==> config.mk <==
export PLATFORM = sky130hd
export DESIGN_NAME = uart_rx_fifo_flat
export DESIGN_NICKNAME = d
export VERILOG_FILES = /design/src/rtl/uart_rx_fifo_if.sv /design/src/rtl/uart_rx_fifo.sv /design/src/flat_wrapper.sv
export SDC_FILE = /design/constraint.sdc
export NUM_CORES = 1
export LEC_CHECK = 0
export ABC_CLOCK_PERIOD_IN_PS = 3450
export BUFFER_PORTS_ARGS = -buffer_cell sky130_fd_sc_hd__buf_2
export CORE_AREA = 2 2 100 83
export CTS_CLUSTER_SIZE = 16
export DETAILED_ROUTE_END_ITERATION = 8
export DIE_AREA = 0 0 102 85
export PLACE_DENSITY = 0.73
export SYNTH_ARGS = -nofsm -noshare
export SYNTH_HDL_FRONTEND = slang
export SYNTH_SLANG_ARGS = --single-unit
==> constraint.sdc <==
create_clock -name clk48 -period 3.45 [get_ports clk48]
set_clock_uncertainty 0.2 [all_clocks]
set_input_delay 0.5175 -clock clk48 [delete_from_list [all_inputs] [get_ports clk48]]
set_output_delay 0.5175 -clock clk48 [all_outputs]
set_load 0.02 [all_outputs]
==> src/rtl/uart_rx_fifo_if.sv <==
// uart_rx_fifo_if: receive-byte handshake between the UART receiver FIFO and
// its consumer.
//   rx_data  : byte at the FIFO head (meaningful only while rx_valid=1)
//   rx_valid : FIFO holds at least one byte
//   rx_ready : consumer takes the head byte when rx_valid=1
// master = FIFO side (drives data/valid), slave = consumer side (drives ready).
interface uart_rx_fifo_if;
  logic [7:0] rx_data;
  logic       rx_valid;
  logic       rx_ready;

  modport master (
    output rx_data,
    output rx_valid,
    input  rx_ready
  );

  modport slave (
    input  rx_data,
    input  rx_valid,
    output rx_ready
  );
endinterface

==> src/rtl/uart_rx_fifo.sv <==
// uart_rx_fifo: 8N1 UART receiver with a show-ahead receive FIFO.
// The serial line is synchronised and each bit is majority-voted from three
// samples around its centre. Good frames are pushed into the FIFO; frames with
// a low stop bit raise a one-cycle frame_err and are dropped.
// Ports:
//   clk48      : fabric clock
//   rst_n      : asynchronous active-low reset
//   rx_serial  : asynchronous serial input, idle high
//   rx         : byte handshake (rx_data / rx_valid / rx_ready)
//   rx_busy    : receiver is in the middle of a frame or a line break
//   frame_err  : one-cycle pulse when a stop bit was sampled low
//   overflow   : sticky, a received byte was dropped because the FIFO was full
//   ovf_clear  : clears overflow (a new overflow in the same cycle wins)
module uart_rx_fifo #(
  parameter int unsigned CLKS_PER_BIT = 416,
  parameter int unsigned FIFO_DEPTH   = 8
) (
  input  logic                  clk48,
  input  logic                  rst_n,
  input  logic                  rx_serial,
  uart_rx_fifo_if.master        rx,
  output logic                  rx_busy,
  output logic                  frame_err,
  output logic                  overflow,
  input  logic                  ovf_clear
);

  localparam int unsigned CW = $clog2(CLKS_PER_BIT);
  localparam int unsigned H  = CLKS_PER_BIT / 2;
  localparam int unsigned AW = $clog2(FIFO_DEPTH);

  localparam logic [CW-1:0] CNT_LAST = CW'(CLKS_PER_BIT - 1);
  localparam logic [CW-1:0] CNT_S0   = CW'(H - 1);
  localparam logic [CW-1:0] CNT_S1   = CW'(H);
  localparam logic [CW-1:0] CNT_DEC  = CW'(H + 1);

  typedef enum logic [2:0] {
    S_IDLE,
    S_START,
    S_DATA,
    S_STOP,
    S_BREAK
  } state_t;

  // ---------------------------------------------------------------------------
  // Input synchroniser and start-edge qualification
  // ---------------------------------------------------------------------------
  logic [1:0] sync_q;
  logic [1:0] seed_q;
  logic       armed_q;
  logic       rxs_prev_q;
  logic       rxs;

  assign rxs = sync_q[1];

  // The synchroniser resets to 1, so a line held low across reset release
  // would otherwise look like a falling edge. seed_q marks when rxs carries a
  // real sample; start edges are accepted only after the line has been seen
  // high through the synchroniser.
  always_ff @(posedge clk48 or negedge rst_n) begin
    if (!rst_n) begin
      sync_q     <= '1;
      seed_q     <= '0;
      armed_q    <= 1'b0;
      rxs_prev_q <= 1'b1;
    end else begin
      sync_q     <= {sync_q[0], rx_serial};
      seed_q     <= {seed_q[0], 1'b1};
      armed_q    <= armed_q | (seed_q[1] & rxs);
      rxs_prev_q <= rxs;
    end
  end

  // ---------------------------------------------------------------------------
  // Receiver FSM
  // ---------------------------------------------------------------------------
  state_t        state_q, state_d;
  logic [CW-1:0] cnt_q, cnt_d;
  logic [2:0]    bit_q, bit_d;
  logic [7:0]    shreg_q, shreg_d;
  logic          s0_q, s0_d;
  logic          s1_q, s1_d;
  logic          frame_err_q, frame_err_d;
  logic          push;
  logic          maj;
  logic          decide;

  assign maj    = (s0_q & s1_q) | (s0_q & rxs) | (s1_q & rxs);
  assign decide = (cnt_q == CNT_DEC);

  always_ff @(posedge clk48 or negedge rst_n) begin
    if (!rst_n) begin
      state_q     <= S_IDLE;
      cnt_q       <= '0;
      bit_q       <= '0;
      shreg_q     <= '0;
      s0_q        <= 1'b1;
      s1_q        <= 1'b1;
      frame_err_q <= 1'b0;
    end else begin
      state_q     <= state_d;
      cnt_q       <= cnt_d;
      bit_q       <= bit_d;
      shreg_q     <= shreg_d;
      s0_q        <= s0_d;
      s1_q        <= s1_d;
      frame_err_q <= frame_err_d;
    end
  end

  always_comb begin
    state_d     = state_q;
    cnt_d       = cnt_q;
    bit_d       = bit_q;
    shreg_d     = shreg_q;
    s0_d        = s0_q;
    s1_d        = s1_q;
    frame_err_d = 1'b0;
    push        = 1'b0;

    // Bit timer and the two early vote samples run in every in-frame state.
    if ((state_q == S_START) || (state_q == S_DATA) || (state_q == S_STOP)) begin
      cnt_d = (cnt_q == CNT_LAST) ? '0 : cnt_q + CW'(1);
      if (cnt_q == CNT_S0) s0_d = rxs;
      if (cnt_q == CNT_S1) s1_d = rxs;
    end

    unique case (state_q)
      S_IDLE: begin
        if (armed_q && rxs_prev_q && !rxs) begin
          state_d = S_START;
          cnt_d   = '0;
        end
      end
      S_START: begin
        if (decide) begin
          if (maj) begin
            state_d = S_IDLE;
          end else begin
            state_d = S_DATA;
            bit_d   = '0;
          end
        end
      end
      S_DATA: begin
        if (decide) begin
          shreg_d = {maj, shreg_q[7:1]};
          bit_d   = bit_q + 3'd1;
          if (bit_q == 3'd7) state_d = S_STOP;
        end
      end
      S_STOP: begin
        // Returning to IDLE at mid-stop leaves half a bit to catch the next
        // start edge of a back-to-back frame.
        if (decide) begin
          if (maj) begin
            push    = 1'b1;
            state_d = S_IDLE;
          end else begin
            frame_err_d = 1'b1;
            state_d     = S_BREAK;
          end
        end
      end
      S_BREAK: begin
        if (rxs) state_d = S_IDLE;
      end
      default: state_d = S_IDLE;
    endcase
  end

  assign rx_busy   = (state_q != S_IDLE);
  assign frame_err = frame_err_q;

  // ---------------------------------------------------------------------------
  // Show-ahead receive FIFO
  // ---------------------------------------------------------------------------
  logic [AW:0] wr_q, rd_q;
  logic [7:0]  mem_q [FIFO_DEPTH];
  logic        overflow_q;
  logic        empty;
  logic        full;
  logic        pop;
  logic        wr_en;
  logic        ovf_set;

  assign empty   = (wr_q == rd_q);
  assign full    = (wr_q[AW] != rd_q[AW]) && (wr_q[AW-1:0] == rd_q[AW-1:0]);
  assign pop     = !empty && rx.rx_ready;
  // A pop in the same cycle frees the slot, so a push into a full FIFO only
  // fails when nothing leaves.
  assign wr_en   = push && (!full || pop);
  assign ovf_set = push && full && !pop;

  always_ff @(posedge clk48 or negedge rst_n) begin
    if (!rst_n) begin
      wr_q       <= '0;
      rd_q       <= '0;
      overflow_q <= 1'b0;
    end else begin
      if (wr_en) wr_q <= wr_q + (AW+1)'(1);
      if (pop)   rd_q <= rd_q + (AW+1)'(1);
      if (ovf_set) begin
        overflow_q <= 1'b1;
      end else if (ovf_clear) begin
        overflow_q <= 1'b0;
      end
    end
  end

  always_ff @(posedge clk48) begin
    if (wr_en) mem_q[wr_q[AW-1:0]] <= shreg_q;
  end

  // Storage is not reset; the head is forced to zero while empty so rx_data
  // reads 0 out of reset.
  assign rx.rx_data  = empty ? '0 : mem_q[rd_q[AW-1:0]];
  assign rx.rx_valid = !empty;
  assign overflow    = overflow_q;

endmodule
==> src/flat_wrapper.sv <==
// flat-port wrapper written by rule: the top's interface ports become plain ports
module uart_rx_fifo_flat 
#(
  parameter int unsigned CLKS_PER_BIT = 416,
  parameter int unsigned FIFO_DEPTH   = 8
)
  (clk48, rst_n, rx_serial, rx_busy, frame_err, overflow, ovf_clear, rx_rx_data, rx_rx_valid, rx_rx_ready);
  uart_rx_fifo_if rx_i ();
  input  logic clk48;
  input  logic rst_n;
  input  logic rx_serial;
  output logic rx_busy;
  output logic frame_err;
  output logic overflow;
  input  logic ovf_clear;
  output wire logic [$bits(rx_i.rx_data)-1:0] rx_rx_data;
  output wire logic [$bits(rx_i.rx_valid)-1:0] rx_rx_valid;
  input wire logic [$bits(rx_i.rx_ready)-1:0] rx_rx_ready;
  assign rx_rx_data = rx_i.rx_data;
  assign rx_rx_valid = rx_i.rx_valid;
  assign rx_i.rx_ready = rx_rx_ready;
  uart_rx_fifo #(.CLKS_PER_BIT(CLKS_PER_BIT), .FIFO_DEPTH(FIFO_DEPTH)) u_core (.clk48(clk48), .rst_n(rst_n), .rx_serial(rx_serial), .rx(rx_i), .rx_busy(rx_busy), .frame_err(frame_err), .overflow(overflow), .ovf_clear(ovf_clear));
endmodule
==> run_results.csv <==
group,metric,value,unit
placed_design,dp_hpwl,4.98,mm
floorplan,die_x,102,um
sta,tightest_slew,0.912,ns
clock_network,numCtsBuffers,9,
clock_network,cts.sinks,105,
setup_path,critical_path_class,"flip-flop to primary output",
placed_design,postPlaceCellArea,4660,um2
setup_path,path_depth,5,
drt,drtIter0Drc,142,
sta,timing.final.crit_share,83.8,%
clock_network,ctsHoldBuffers,0,
clock_network,cts_tree,"built",
yosys,synth_xor_area_share,3.55,%
yosys,synth_seq_cells,105,
setup_path,max_stage_delay,0.90,ns
sta,hold_violations,0,
final_layout,nets,307,
floorplan,start_util,57.8,%
drt,num_vias,2316,
final_layout,area_delta_synth_final,8.81,%
global_routing,grt_pass1_vias,2290,
placed_design,io_buffer_count,16,
setup_path,r2r-end,"u_core.mem_q[5][4]",
clock_network,cts_max_path_buffers,2,
setup_path,crit_path_start_kind,"flip-flop",
yosys,synthTopCellsByCount,"edfxtp_1 (64), dfrtp_1 (36), nor2_1 (26)",
global_routing,track_usage,18.6,%
final_layout,n_antenna_cell,0,
global_routing,grt-ovfl-total,0,
power,leakage,1.98,nW
yosys,yosysMostFrequentCell,"edfxtp_1",
yosys,post-synth-top-area-fraction,43.2,%
setup_path,path_cells,"xor2_1 > nor4b_2 > buf_4 > nor2_1 > buf_2",
setup_path,crit_fanout,20,
clock_network,cts_root_buf,"clkbuf_8",
yosys,yosysWarnings,0,
setup_path,r2r_start,"u_core.rd_q[1]",
yosys,synth_simple_gate_area_share,9.40,%
floorplan,fp-row-count,29,
yosys,synthFlopType,"edfxtp_1",
final_layout,stdcell_area,4840,um2
setup_path,critPathBufInv,2,
power,ir_drop,0.403,mV
sta,tns,0,ns
setup_path,critPathSlowestCell,"dfrtp_1",
drt,vias_per_cell,5.68,
yosys,synthAdderAreaFrac,2.19,%
setup_path,end_kind,"primary output",
setup_path,startpoint,"u_core.rd_q[1]",
clock_network,clk_pin_slew_worst_paths,0.10,ns
clock_network,cts_repair_resize_count,0,
yosys,synth_top_family_by_area,"multiplexers",
sta,drv_slew,0,
outcome,outcome,"finished, final reports clean",
sta,max-slew-margin-rel,39.2,%
sta,finalSetupViolCount,0,
drt,antenna_violating_nets_post_route,0,
yosys,syn-num-nets,288,
yosys,synth_compound_area_share,2.48,%
yosys,syn_avg_cell_area,16.1,um2
yosys,synth_async_sr_flop_share,39.0,%
yosys,yosys-top-cells-area,"edfxtp_1 (43%), dfrtp_1 (20%), mux4_2 (8.1%)",
drt,dr.pass1.iters,4,
global_routing,grt_max_degree,42,
placed_design,gp_congestion,0.822,
drt,finalWirelength,7.27,mm
yosys,synth_edf_count,64,
sta,rsz0062_at_grt,"no",
setup_path,arrival,2.18,ns
sta,fmax,346,MHz
final_layout,nFillCells,587,
floorplan,die_h,85,um
clock_network,clk_latency,0.36,ns
yosys,synth_cell_types,47,
worst_hold_path,hold_path_depth,1,
global_routing,grt_pass1_wl,11.9,mm
setup_path,endpoint,"rx_rx_data[1]",
power,power_density,614,nW/um2
final_layout,drive_gt1_share,27.3,%
setup_path,reg2reg_depth,4,
floorplan,core,7690,um2
setup_path,rrSetupSlack,0.77,ns
floorplan,dieArea,8670,um2
global_routing,antenna_found_initial,0,
clock_network,h-tree-depth,3,
drt,drcViolationCount,0,
yosys,seq_area_frac_synth,66.4,%
drt,wl_per_cell,17.8,um
floorplan,io_pins,17,
yosys,syn_area,4450,um2
worst_hold_path,min_path_type,"input port to flip-flop",
flow_run,maxCapViolations,0,
yosys,syn_inst,276,
setup_path,cp_top_family,"flip-flops",
yosys,muxShareOfSynthArea,14.1,%
sta,period_needed,2.89,ns
yosys,synth_top_area_cell,"edfxtp_1",
setup_path,worst_ep_required_time,2.73,ns
clock_network,post_cts_buffers,0,
-- worst min path at each step --
stage,start,to,slack (ns)
6_report,rx_serial,u_core.sync_q[0],0.05
5_1_grt,rx_serial,u_core.sync_q[0],0.02
4_1_cts,rx_serial,u_core.sync_q[0],0.03
3_5_place_dp,u_core.seed_q[0],u_core.seed_q[1],0.14
3_3_place_gp,u_core.seed_q[0],u_core.seed_q[1],0.13
2_1_floorplan,rst_n,u_core.armed_q,0.02
-- registers in the layout, summed over array words and instances, names as in the netlist --
| name | cells |
|---|---|
| u_core.armed_q | 1 |
| u_core.bit_q | 3 |
| u_core.cnt_q | 9 |
| u_core.frame_err | 1 |
| u_core.mem_q | 64 |
| u_core.overflow | 1 |
| u_core.rd_q | 4 |
| u_core.rxs_prev_q | 1 |
| u_core.s0_q | 1 |
| u_core.s1_q | 1 |
| u_core.seed_q | 2 |
| u_core.shreg_q | 8 |
| u_core.state_q | 3 |
| u_core.sync_q | 2 |
| u_core.wr_q | 4 |
-- metal layers --
metal | part of all wire [%] | track usage [%]
met2 | 47 | 27.6
met3 | 3.6 | 4.70
met4 | 1.0 | 5.45
met1 | 48 | 27.7
met5 | 0 | 0
-- cell type report --
| class | count | area [um2] | share of cell area [%] |
|---|---|---|---|
| clock buffer | 9 | 124 | 2.56 |
| clock inverter | 7 | 57.6 | 1.19 |
| inverter | 6 | 22.5 | 0.465 |
| multi-input combinational | 152 | 1430 | 29.5 |
| sequential | 105 | 2950 | 61.1 |
| tap | 108 | 135 | 2.79 |
| timing repair buffer | 21 | 118 | 2.43 |
-- where the power goes --
group          leakage, nW  total [mW]  internal, mW  switching [mW]
logic                0.664       0.748         0.357           0.391
registers             1.22        1.53          1.39           0.136
clock network       0.0950       0.695         0.274           0.421
total                 1.98        2.97          2.02           0.948
-- through the flow --
stage | util (%) | setup slack, ns | hold WS (ns) | power, mW | cells
detailed placement | 60.5 | 0.753 | 0.140 | 2.31 | 392
CTS | 62.9 | 0.504 | 0.0297 | 3.01 | 408
floorplan | - | 0.710 | 0.0219 | 2.13 | 276
finish | 62.9 | 0.557 | 0.0471 | 2.97 | 408
global route | 62.9 | 0.364 | 0.0209 | 3.14 | 408
global placement | 60.5 | 0.824 | 0.133 | 2.29 | 392
-- kinds of logic (layout without fill, tap and decap cells) --
logic type	count (synthesis)	after routing
flops	105	105
xor+xnor	18	18
other cells	1	1
mux	39	39
compound gates	14	14
simple gates	72	72
buf+inv	19	43
fa+ha+maj	8	8
-- placed cells by master, fill, tap and decap left out, drive strengths merged, types with 3 or more instances in the layout --
| cell type | synthesis | routed |
|---|---|---|
| nand2b | 3 | 3 |
| nand2 | 10 | 10 |
| xnor2 | 9 | 9 |
| buf | 6 | 21 |
| inv | 6 | 10 |
| mux2i | 8 | 8 |
| nand3 | 3 | 3 |
| clkinv | 0 | 3 |
| mux2 | 15 | 15 |
| mux4 | 16 | 16 |
| edfxtp | 64 | 64 |
| and4b | 4 | 4 |
| nor2 | 26 | 26 |
| xor2 | 9 | 9 |
| nor4b | 3 | 3 |
| dfstp | 5 | 5 |
| nor3 | 7 | 7 |
| dfrtp | 36 | 36 |
| ha | 7 | 7 |
| clkbuf | 7 | 9 |
Note: power is estimated with default switching activity, not from simulation.
